[src/rtl/alu_pkg.sv]
// alu_pkg
// Shared definitions for the ALU operation sequencer: default widths,
// ALU op codes, sequencer state encoding and the settle counter width.
package alu_pkg;

    localparam int WORD_DEF  = 32;
    localparam int SEL_W_DEF = 6;
    localparam int CNT_W     = 4;

    localparam int OP_ADD  = 0;
    localparam int OP_SUB  = 1;
    localparam int OP_DIV  = 2;
    localparam int OP_AND  = 3;
    localparam int OP_OR   = 4;
    localparam int OP_XOR  = 5;
    localparam int OP_IDLE = 63;

    typedef enum logic [1:0] {
        IDLE = 2'd0,
        LOAD = 2'd1,
        EXEC = 2'd2,
        RESP = 2'd3
    } state_t;

endpackage

[src/rtl/alu_settle_counter.sv]
// alu_settle_counter
// Loadable down-counter that times the ALU settle window.
// Ports:
//   clk, clr   : clock, async active-high reset
//   load       : load load_val this cycle (has priority over dec)
//   load_val   : value to load (settle cycles minus one)
//   dec        : decrement while non-zero
//   zero       : count == 0
module alu_settle_counter
    import alu_pkg::*;
(
    input  logic             clk,
    input  logic             clr,
    input  logic             load,
    input  logic [CNT_W-1:0] load_val,
    input  logic             dec,
    output logic             zero
);

    logic [CNT_W-1:0] count;

    always_ff @(posedge clk or posedge clr) begin
        if (clr) begin
            count <= '0;
        end else if (load) begin
            count <= load_val;
        end else if (dec && (count != '0)) begin
            count <= count - 1'b1;
        end
    end

    assign zero = (count == '0);

endmodule

[src/rtl/alu_op_sequencer.sv]
// alu_op_sequencer
// Drives the datapath ALU for one request at a time: presents operands,
// then the select code, waits the per-op settle time, captures the ALU
// results plus status flags and hands them back over a valid/ready pair.
// Ports:
//   clk, clr                       : clock, async active-high reset
//   req_valid/req_ready, req_a/b/op: request handshake and payload
//   alu_a/alu_b/alu_sel            : registered drive to the ALU
//   alu_low/alu_high/alu_carry     : ALU results
//   rsp_valid/rsp_ready            : response handshake
//   z_low/z_high/z_carry           : captured results
//   z_zero/z_neg/bad_op/div_zero   : status flags
//   busy                           : not in IDLE
//
// state | meaning
// IDLE  | ready for a request, select parked on the idle code
// LOAD  | operands on the ALU, select still idle (bad op: build response)
// EXEC  | select driven, settle counter running
// RESP  | result held until the consumer takes it
module alu_op_sequencer
    import alu_pkg::*;
#(
    parameter int WORD         = WORD_DEF,
    parameter int SEL_W        = SEL_W_DEF,
    parameter int SETTLE_BASIC = 1,
    parameter int SETTLE_DIV   = 4,
    parameter int IDLE_SEL     = OP_IDLE
) (
    input  logic             clk,
    input  logic             clr,
    input  logic             req_valid,
    output logic             req_ready,
    input  logic [WORD-1:0]  req_a,
    input  logic [WORD-1:0]  req_b,
    input  logic [SEL_W-1:0] req_op,
    output logic [WORD-1:0]  alu_a,
    output logic [WORD-1:0]  alu_b,
    output logic [SEL_W-1:0] alu_sel,
    input  logic [WORD-1:0]  alu_low,
    input  logic [WORD-1:0]  alu_high,
    input  logic             alu_carry,
    output logic             rsp_valid,
    input  logic             rsp_ready,
    output logic [WORD-1:0]  z_low,
    output logic [WORD-1:0]  z_high,
    output logic             z_carry,
    output logic             z_zero,
    output logic             z_neg,
    output logic             bad_op,
    output logic             div_zero,
    output logic             busy
);

    localparam logic [SEL_W-1:0] SEL_IDLE  = SEL_W'(IDLE_SEL);
    localparam logic [SEL_W-1:0] SEL_DIV   = SEL_W'(OP_DIV);
    localparam logic [SEL_W-1:0] SEL_MAX   = SEL_W'(OP_XOR);
    localparam logic [CNT_W-1:0] CNT_BASIC = CNT_W'(SETTLE_BASIC - 1);
    localparam logic [CNT_W-1:0] CNT_DIV   = CNT_W'(SETTLE_DIV - 1);

    state_t           state;
    logic [SEL_W-1:0] lat_op;
    logic             lat_bad;
    logic             cnt_zero;

    assign req_ready = (state == IDLE) && !clr;
    assign busy      = (state != IDLE);

    alu_settle_counter u_settle (
        .clk      (clk),
        .clr      (clr),
        .load     (state == LOAD),
        .load_val ((lat_op == SEL_DIV) ? CNT_DIV : CNT_BASIC),
        .dec      (state == EXEC),
        .zero     (cnt_zero)
    );

    always_ff @(posedge clk or posedge clr) begin
        if (clr) begin
            state     <= IDLE;
            lat_op    <= '0;
            lat_bad   <= 1'b0;
            alu_a     <= '0;
            alu_b     <= '0;
            alu_sel   <= SEL_IDLE;
            rsp_valid <= 1'b0;
            z_low     <= '0;
            z_high    <= '0;
            z_carry   <= 1'b0;
            z_zero    <= 1'b0;
            z_neg     <= 1'b0;
            bad_op    <= 1'b0;
            div_zero  <= 1'b0;
        end else begin
            case (state)
                IDLE: begin
                    if (req_valid && req_ready) begin
                        lat_op  <= req_op;
                        lat_bad <= (req_op > SEL_MAX);
                        // An undefined op never reaches the ALU pins.
                        if (req_op <= SEL_MAX) begin
                            alu_a <= req_a;
                            alu_b <= req_b;
                        end
                        state <= LOAD;
                    end
                end
                LOAD: begin
                    if (lat_bad) begin
                        z_low     <= '0;
                        z_high    <= '0;
                        z_carry   <= 1'b0;
                        z_zero    <= 1'b1;
                        z_neg     <= 1'b0;
                        bad_op    <= 1'b1;
                        div_zero  <= 1'b0;
                        rsp_valid <= 1'b1;
                        state     <= RESP;
                    end else begin
                        // Operands have been stable for a cycle; the select
                        // change now triggers the ALU evaluation.
                        alu_sel <= lat_op;
                        state   <= EXEC;
                    end
                end
                EXEC: begin
                    if (cnt_zero) begin
                        z_low     <= alu_low;
                        z_high    <= alu_high;
                        z_carry   <= alu_carry;
                        z_zero    <= (alu_low == '0);
                        z_neg     <= alu_low[WORD-1];
                        bad_op    <= 1'b0;
                        div_zero  <= (lat_op == SEL_DIV) && (alu_b == '0);
                        alu_sel   <= SEL_IDLE;
                        rsp_valid <= 1'b1;
                        state     <= RESP;
                    end
                end
                RESP: begin
                    if (rsp_ready) begin
                        rsp_valid <= 1'b0;
                        state     <= IDLE;
                    end
                end
                default: state <= IDLE;
            endcase
        end
    end

endmodule

[config.mk]
export PLATFORM = sky130hd
export DESIGN_NAME = alu_op_sequencer
export DESIGN_NICKNAME = d
export VERILOG_FILES = /design/src/rtl/alu_pkg.sv /design/src/rtl/alu_settle_counter.sv /design/src/rtl/alu_op_sequencer.sv
export SDC_FILE = /design/constraint.sdc
export NUM_CORES = 1
export LEC_CHECK = 0
export ABC_AREA = 0
export BUFFER_PORTS_ARGS = -buffer_cell sky130_fd_sc_hd__buf_4
export CAP_MARGIN = 20
export CORE_MARGIN = 10
export CORE_UTILIZATION = 53
export CTS_BUF_LIST = sky130_fd_sc_hd__clkbuf_4
export CTS_CLUSTER_SIZE = 8
export DETAILED_ROUTE_END_ITERATION = 8
export PLACE_DENSITY_LB_ADDON = 0.25
export SYNTH_ARGS = -nofsm -noshare
export SYNTH_HDL_FRONTEND = slang
export SYNTH_HIERARCHICAL = 1
export SYNTH_SLANG_ARGS = --single-unit
[constraint.sdc]
create_clock -name clk -period 8.13 [get_ports clk]
set_clock_uncertainty 0.05 [all_clocks]
set_input_delay 0.4065 -clock clk [delete_from_list [all_inputs] [get_ports clk]]
set_output_delay 0.4065 -clock clk [all_outputs]
set_load 0.05 [all_outputs]
==> metrics.md, run 1 <==
| Metric | Value |
|---|---|
| Crit-path max cell delay | 0.59 ns |
| List of cells traversed by the critical path | inv_1, ha_1, nand2b_1, o211ai_1, buf_4, buf_16, o21ai_0 |
| Post-synth ARST share | 1.000 |
| Count of inserted antenna diode cells | 0 |
| Endpoint class of the critical path | register |
| Internal power contribution | 1.939 mW |
| Worst-skew pair later-pin latency | 0.56 ns |
| Cell at the root of the clock tree | sky130_fd_sc_hd__clkbuf_4 |
| Part of the total power dissipated in combinational logic | 0.543 |
| Initial Utilization | 0.5392 |
| TritonCTS clock tree | yes |
| EDFF count, synth | 0 |
| Clock period minus worst slack | 2.726 ns |
| Max-capacitance violation count | 0 |
| Transition time at the pin with the least slew margin | 0.8239 ns |
| Average routed wire per standard cell | 22.65 um |
| Post-synthesis cell count | 562 |
| Worst endpoint data arrival time | 3.11 ns |
| Cell area after synthesis | 6476 um2 |
| Critical path type | reg -> reg |
| Switching Fraction | 0.5002 |
| Required time of the critical path | 8.51 ns |
| Reg-to-Reg Start | state[1] |
| Clock sink count | 152 |
| Total number of placement rows | 40 |
| I/O Pins | 281 |
| Maximum number of pins on one net before global-route repair | 134 |
| Setup-violating endpoint count in the final report | 0 |
| Maximum buffer depth of the clock tree | 2 |
| Floorplan core area | 12010 um2 |
| Placed cell count | 959 |
| Number of I/O port buffers | 280 |
| Count of buffering cells on the critical path with inverters included | 3 |
| Maximum fanout count along the critical path | 114 |
| Number of instances resized during post-cts repair | 0 |
| Crit-path slowest cell | sky130_fd_sc_hd__ha_1 |
| Routed via count | 5927 |
| Routability Congestion | 0.8613 |
| Total count of hold-check failures in the final report | 0 |
| Power density over the cells | 400.3 nW/um2 |
| Fin nets | 1048 |
| Utilization after layout | 0.8069 |
| Number of buffers added to fix hold violations after cts | 67 |
| Fmax | 0.3669 GHz |
| Sum of routed wire length over all layers | 24.08 mm |
| Register-to-register path setup slack | 5.40 ns |
| Via count of the first global-routing pass | 6175 |
| Relative contribution of the clock network to total power | 0.138 |
| Kind of start point of the critical path | register |
| Clock Pin Slew Worst Setup and Hold Paths | 0.14 ns |
| Beginning of the worst hold path | req_b[31] |
| Post-DRT Antenna Nets | 0 |
| Worst setup startpoint | state[1] |
| Total congestion overflow after global routing | 0 |
| Portion of total power attributed to sequential cells | 0.318 |
| Post-synthesis sequential area ratio | 0.5885 |
| Die Span Y | 130.5 um |
| Final HPWL from detailed placement | 15.11 mm |
| NetSw | 1.941 mW |
| Result of the run | completed |
| Number of DRC violations after detailed routing | 0 |
| Max transition margin | 0.4507 |
| Total negative slack for setup checks | 0 ns |
| Floorplan die area | 17040 um2 |
| Final worst-path cycle share | 0.3353 |
| Layout cells sized above 1 | 0.4290 |
| CP delay by family, top | buffers and inverters |
| Worst hold-check path type | in -> reg |
| Die Wd | 130.5 um |
| Wire length of the first global-routing pass | 34.76 mm |
| RSZ-0062 raised after global routing | no |
| Primary flip-flop cell chosen by synthesis mapping | sky130_fd_sc_hd__dfrtp_1 |
| Number of levels the H-tree was split into | 4 |
| Slew Limit Fails | 0 |
| First-iteration detailed-routing DRC count | 572 |
| Mean area per synthesized cell | 11.52 um2 |
| Setup repair bufs after CTS | 0 |
| Pleak | 5.003 nW |
| Number of warnings reported in the yosys synthesis log | 6 |
| Inserted Clock Buffers | 17 |
| Unique cell type count in the Yosys netlist | 46 |
| Area of all placed cells without fillers | 9692 um2 |
| Via density per instance | 5.576 |
| Overall track demand over capacity in global routing | 0.2678 |
| Number of standard cells in the layout, taps in and fillers out | 1063 |
| Cells on worst reg2reg path | 7 |
| RR Endpoint | z_high[25] |
| Worst min-delay path endpoint | alu_b[31] |
| Number of search-and-repair iterations in the first detailed-routing pass | 5 |
| Max VDD drop | 0.0002744 V |
| Total placed instance area | 8608 um2 |
| Number of flip-flops and latches in the synthesized netlist | 152 |
| Area added between synthesis and finish | 49.65% |
| Number of antenna violations at the first check in global routing | 0 |
| Number of instances on the worst hold path | 2 |
==> power groups by stage <==
stage          Sequential [mW]  Clock [mW]  Combinational [mW]
3_5_place_dp              1.22           0                2.02
5_1_grt                   1.26       0.574                2.22
4_1_cts                   1.21       0.531                2.05
6_report                  1.24       0.536                2.11
2_1_floorplan             1.97           0               0.649
3_3_place_gp              1.21           0                1.97
==> stage by stage <==
step	power (mW)	setup slack (ns)	hold slack, ns
finish	3.880	5.404	0.03522
global route	4.057	5.179	-0.0005098
CTS	3.788	5.042	0.00006034
detailed placement	3.240	5.080	0.3051
global placement	3.176	5.385	0.2984
floorplan	2.614	3.704	0.1226
==> area by class of cell <==
cell class / instances / area, um2
Sequential cell: 152 / 3811
Tap cell: 147 / 183.9
Multi-Input combinational cell: 367 / 2446
Clock buffer: 17 / 127.6
Fill cell: 664 / 2320
Inverter: 10 / 42.54
Clock inverter: 15 / 200.2
Timing Repair Buffer: 355 / 2880
==> kinds of logic (layout without fill, tap and decap cells) <==
family,after synthesis,count (layout),synth area share
AO/OA/AOI/OAI,101,101,0.09274
adder cells (fa/ha/maj),6,6,0.01159
AND/OR/NAND/NOR,194,194,0.1314
other,1,2,0.0005790
buffers and inverters,44,397,0.03555
flip-flops,152,152,0.5885
multiplexers,64,64,0.1397
==> cells in the final DEF (no fill, tap or decap), types with 3 or more instances in the layout <==
| cell type | Yosys | layout |
|---|---|---|
| sky130_fd_sc_hd__buf_4 | 2 | 283 |
| sky130_fd_sc_hd__nand2_1 | 156 | 156 |
| sky130_fd_sc_hd__dfrtp_1 | 146 | 146 |
| sky130_fd_sc_hd__dlygate4sd3_1 | 0 | 70 |
| sky130_fd_sc_hd__o21ai_0 | 68 | 68 |
| sky130_fd_sc_hd__mux2_4 | 49 | 49 |
| sky130_fd_sc_hd__clkbuf_4 | 0 | 17 |
| sky130_fd_sc_hd__mux2_2 | 15 | 15 |
| sky130_fd_sc_hd__nor4_1 | 14 | 14 |
| sky130_fd_sc_hd__o22a_1 | 12 | 12 |
| sky130_fd_sc_hd__inv_1 | 10 | 9 |
| sky130_fd_sc_hd__a21oi_1 | 6 | 6 |
| sky130_fd_sc_hd__dfstp_2 | 6 | 6 |
| sky130_fd_sc_hd__ha_1 | 6 | 5 |
| sky130_fd_sc_hd__bufinv_16 | 0 | 4 |
| sky130_fd_sc_hd__nand2b_1 | 3 | 3 |
| sky130_fd_sc_hd__nor3_1 | 3 | 3 |
| sky130_fd_sc_hd__inv_6 | 0 | 3 |
| sky130_fd_sc_hd__o31ai_1 | 3 | 3 |
| sky130_fd_sc_hd__nand4_1 | 3 | 3 |
| sky130_fd_sc_hd__clkinv_4 | 0 | 3 |
| sky130_fd_sc_hd__clkinvlp_4 | 0 | 3 |
==> worst max-delay path by stage <==
stage                     depth (start not counted)    endpoint
after floorplan                                   1    alu_a[0]
after detailed placement                          6  z_high[25]
after global routing                              7  z_high[10]
after global placement                            6   z_high[8]
final                                             7  z_high[25]
after CTS                                         6  z_high[25]
==> worst register-to-register path, cell delays in order, from the launching register on <==
cell and delay (ns):
sky130_fd_sc_hd__dfrtp_1 0.43, sky130_fd_sc_hd__inv_1 0.13, sky130_fd_sc_hd__ha_1 0.59, sky130_fd_sc_hd__nand2b_1 0.37
sky130_fd_sc_hd__o211ai_1 0.19, sky130_fd_sc_hd__buf_4 0.27, sky130_fd_sc_hd__buf_16 0.34, sky130_fd_sc_hd__o21ai_0 0.22
==> routing by layer <==
layer,wire length [um],up-vias,track usage,part of all wire
li1,-,2595,-,-
met1,8775,2885,0.3038,0.36
met2,11660,388,0.4315,0.48
met3,2782,59,0.1080,0.12
met4,856,0,0.1321,0.036
met5,0,-,0,0
==> registers in the layout (all words and copies together), names as in the netlist <==
register        flops
alu_sel             6
lat_bad             1
lat_op              6
alu_b              32
u_settle/count      4
bad_op              1
z_zero              1
rsp_valid           1
z_high             32
alu_a              32
div_zero            1
state               2
z_carry             1
z_low              32
==> synthesized netlist by cell type (all sizes together), types with 2 or more instances <==
cell type	number	area share
inv	10	0.0058
o31ai	3	0.0035
nor3	3	0.0023
buf	18	0.020
dfstp	6	0.024
o21ai	70	0.054
dfrtp	146	0.56
a21oi	6	0.0046
clkbuf	16	0.0093
mux2	64	0.14
ha	6	0.012
nand4	3	0.0029
nor4	14	0.014
nor4b	2	0.0037
nand2	157	0.091
nand2b	3	0.0029
o22a	12	0.016
Note: power is estimated with default switching activity, not from simulation.
==> inputs of run 2 (changes only) <==
--- a/config.mk
+++ b/config.mk
@@ -5,11 +5,11 @@
 export SDC_FILE = /design/constraint.sdc
 export NUM_CORES = 1
 export LEC_CHECK = 0
-export ABC_AREA = 0
+export ABC_AREA = 1
 export BUFFER_PORTS_ARGS = -buffer_cell sky130_fd_sc_hd__buf_4
 export CAP_MARGIN = 20
 export CORE_MARGIN = 10
-export CORE_UTILIZATION = 53
+export CORE_UTILIZATION = 49
 export CTS_BUF_LIST = sky130_fd_sc_hd__clkbuf_4
 export CTS_CLUSTER_SIZE = 8
 export DETAILED_ROUTE_END_ITERATION = 8
==> constraint.sdc (replaced) <==
create_clock -name clk -period 2.7 [get_ports clk]
set_clock_uncertainty 0.05 [all_clocks]
set_input_delay 0.135 -clock clk [delete_from_list [all_inputs] [get_ports clk]]
set_output_delay 0.135 -clock clk [all_outputs]
set_load 0.05 [all_outputs]
==> run 2 against run 1 <==
  * Routed wire length rose by 3.8%
  * First-iteration DRC count is 2.4% lower
  * Hold slack improved by 0.035 ns
  * Count of clock-buffer cells in the layout up 1
  * Global-route usage up 0.88 points
  * Via count up 17%
  * Flip-flop and latch count stayed put
  * Critical path type unchanged
==> metrics.md, run 2 <==
| Metric | Value |
|---|---|
| Number of standard cells in the layout, taps in and fillers out | 1372 |
| Cell type contributing the most total cell area after synthesis | sky130_fd_sc_hd__dfrtp_1 |
| Worst endpoint data arrival time | 2.99 ns |
| Placement-stage worst setup slack | 0.6736 ns |
| Worst setup margin | 0.1644 ns |
| Via density per instance | 5.045 |
| Pleak | 5.413 nW |
| Mean area per synthesized cell | 8.426 um2 |
| Initial Utilization | 0.5060 |
| Number of search-and-repair iterations in the first detailed-routing pass | 5 |
| Path length in cells of the critical path | 10 |
| Average routed wire per standard cell | 18.22 um |
| Floorplan core area | 12720 um2 |
| Fraction of synthesized cell area taken by the top area cell type | 0.5675 |
| Area added between synthesis and finish | 63.05% |
| Clock Pin Slew Worst Setup and Hold Paths | 0.12 ns |
| Kind of start point of the critical path | register |
| Die Span Y | 134.6 um |
| Setup-violating endpoint count in the final report | 0 |
| Utilization after layout | 0.8250 |
| Number of I/O port buffers | 280 |
| Total congestion overflow after global routing | 0 |
| Commonest non-fill, non-tap cell in the layout | sky130_fd_sc_hd__nand2_1 |
| Total count of hold-check failures in the final report | 0 |
| Layout cells sized above 1 | 0.2830 |
| Wire length of the first global-routing pass | 39.65 mm |
| Area of all placed cells without fillers | 10500 um2 |
| Die Wd | 134.6 um |
| Total number of placement rows | 41 |
| Worst setup path end | lat_op[3] |
| Result of the run | completed |
| Maximum number of pins on one net before global-route repair | 85 |
| Post-synthesis cell count | 764 |
| Number of warnings reported in the yosys synthesis log | 6 |
| Endpoint class of the critical path | register |
| Max transition margin | 0.4861 |
| Top cells by area in the synthesized netlist | sky130_fd_sc_hd__dfrtp_1 (57%), sky130_fd_sc_hd__nand2_1 (20%), sky130_fd_sc_hd__o21ai_0 (7.5%), sky130_fd_sc_hd__nor2_1 (2.7%), sky130_fd_sc_hd__dfstp_2 (2.4%) |
| TritonCTS clock tree | yes |
| Max-capacitance violation count | 0 |
| Primary flip-flop cell chosen by synthesis mapping | sky130_fd_sc_hd__dfrtp_1 |
| Cell with the most instances after synthesis | sky130_fd_sc_hd__nand2_1 |
| Clock period minus worst slack | 2.536 ns |
| List of cells traversed by the critical path | inv_1, ha_1, inv_2, nor2_4, nand2_4, inv_2, nand2_1, dlygate4sd3_1, o21ai_0, dlygate4sd3_1 |
| Cells on worst reg2reg path | 10 |
| Critical path type | reg -> reg |
| Number of levels the H-tree was split into | 4 |
| Placed cell count | 1190 |
| Via count of the first global-routing pass | 7329 |
| Number of fill cells | 705 |
| Most used cells in the layout excluding fill and tap cells | sky130_fd_sc_hd__nand2_1 (348), sky130_fd_sc_hd__buf_4 (286), sky130_fd_sc_hd__dlygate4sd3_1 (148) |
| Transition time at the pin with the least slew margin | 0.7697 ns |
| Total Power | 12.90 mW |
| Leading cell types by count after synthesis | sky130_fd_sc_hd__nand2_1 (349), sky130_fd_sc_hd__dfrtp_1 (146), sky130_fd_sc_hd__o21ai_0 (97) |
| Total placed instance area | 8671 um2 |
| Max VDD drop | 0.0007659 V |
| Maximum buffer depth of the clock tree | 2 |
| Fmax | 0.3944 GHz |
| Maximum fanout count along the critical path | 10 |
| Clock sink count | 152 |
| Count of buffering cells on the critical path with inverters included | 5 |
| Hold slack final | 0.07036 ns |
| EDFF count, synth | 0 |
| RSZ-0062 raised after global routing | no |
| Sum of routed wire length over all layers | 25.00 mm |
| Register-to-register path setup slack | 0.16 ns |
| Post-synth ARST share | 1.000 |
| First-iteration detailed-routing DRC count | 558 |
| Number of DRC violations after detailed routing | 0 |
| Setup repair bufs after CTS | 0 |
| Routability Congestion | 0.8288 |
| Power density over the cells | 1229 nW/um2 |
| Fin nets | 1330 |
| CP delay by family, top | buffers and inverters |
| Routed via count | 6922 |
| Total negative slack for setup checks | 0 ns |
| RR Endpoint | lat_op[3] |
| Beginning of the worst hold path | rsp_ready |
| Crit-path slowest cell | sky130_fd_sc_hd__dlygate4sd3_1 |
| Worst setup startpoint | state[0] |
| Overall track demand over capacity in global routing | 0.2766 |
| Reg-to-Reg Start | state[0] |
| Final worst-path cycle share | 0.9391 |
| Post-DRT Antenna Nets | 0 |
| Final HPWL from detailed placement | 14.94 mm |
| Worst hold-check path type | in -> reg |
| Number of flip-flops and latches in the synthesized netlist | 152 |
| Number of antenna violations at the first check in global routing | 2 |
| Slew Limit Fails | 0 |
| Required time of the critical path | 3.15 ns |
| Unique cell type count in the Yosys netlist | 24 |
| Post-synthesis sequential area ratio | 0.5920 |
| Worst-skew pair later-pin latency | 0.56 ns |
| Cell at the root of the clock tree | sky130_fd_sc_hd__clkbuf_4 |
| I/O Pins | 281 |
| Cell area after synthesis | 6437 um2 |
| Floorplan die area | 18120 um2 |
| Crit-path max cell delay | 0.57 ns |
| Inserted Clock Buffers | 17 |
run 2: cell count changes after synthesis, sizes merged, moves of 3 or more:
| cell | change |
|---|---|
| o31ai | -3 |
| nand3 | +10 |
| inv | +32 |
| o21ai | +32 |
| nand2 | +196 |
| nor2 | +48 |
| o22a | -12 |
| mux2 | -64 |
| nor4 | -14 |
| nand2b | -3 |
run 2: worst min path at each step:
stage,endpoint,slack [ns],depth (start not counted)
global route,rsp_valid,0.05,5
detailed placement,u_settle/count[1],0.04,2
global placement,u_settle/count[1],0.04,2
finish,rsp_valid,0.07,5
floorplan,u_settle/count[0],-0.15,1
CTS,rsp_valid,0.02,5
run 2: report_power, final:
part	leakage (nW)	internal, mW	switching, mW	total [mW]
combinational	3.29	2.12	5.26	7.38
clock	0.173	0.829	0.841	1.67
sequential	1.95	3.22	0.637	3.85
run 2: metal layers:
metal | track usage | routed length [um] | vias to the layer above
met3 | 0.1009 | 2482 | 49
met4 | 0.1239 | 791 | 0
li1 | - | - | 3221
met5 | 0 | 0 | -
met2 | 0.4610 | 12180 | 354
met1 | 0.3104 | 9542 | 3298
run 2: final cells by class:
cell class	count	area, um2	share of cell area
Inverter	43	165.2	0.01573
Antenna cell	2	5.005	0.0004768
Sequential cell	152	3811	0.3631
Tap cell	172	215.2	0.02050
Timing Repair Buffer	437	3689	0.3514
Clock buffer	18	135.1	0.01287
Multi-Input combinational cell	534	2272	0.2165
Clock inverter	14	203.9	0.01943
run 2: tightest hold or removal path, delay by kind of cell:
family | cells | cell delay [ns]
buf+inv | 1 | 0.07
compound gates | 2 | 0.18
simple gates | 2 | 0.24
run 2: kinds of logic after synthesis:
kind of cell	synth area share
compound gates	0.08397
fa+ha+maj	0.01166
buf+inv	0.05714
flops	0.5920
other cells	0.0005825
simple gates	0.2546
run 2: what timing repair did:
| action | 4_1_cts | 5_1_grt |
|---|---|---|
| gates resized for setup | 0 | 1 |
| hold endpoints to repair | 209 | 0 |
| hold buffers | 148 | 0 |
| setup endpoints to repair | 0 | 1 |
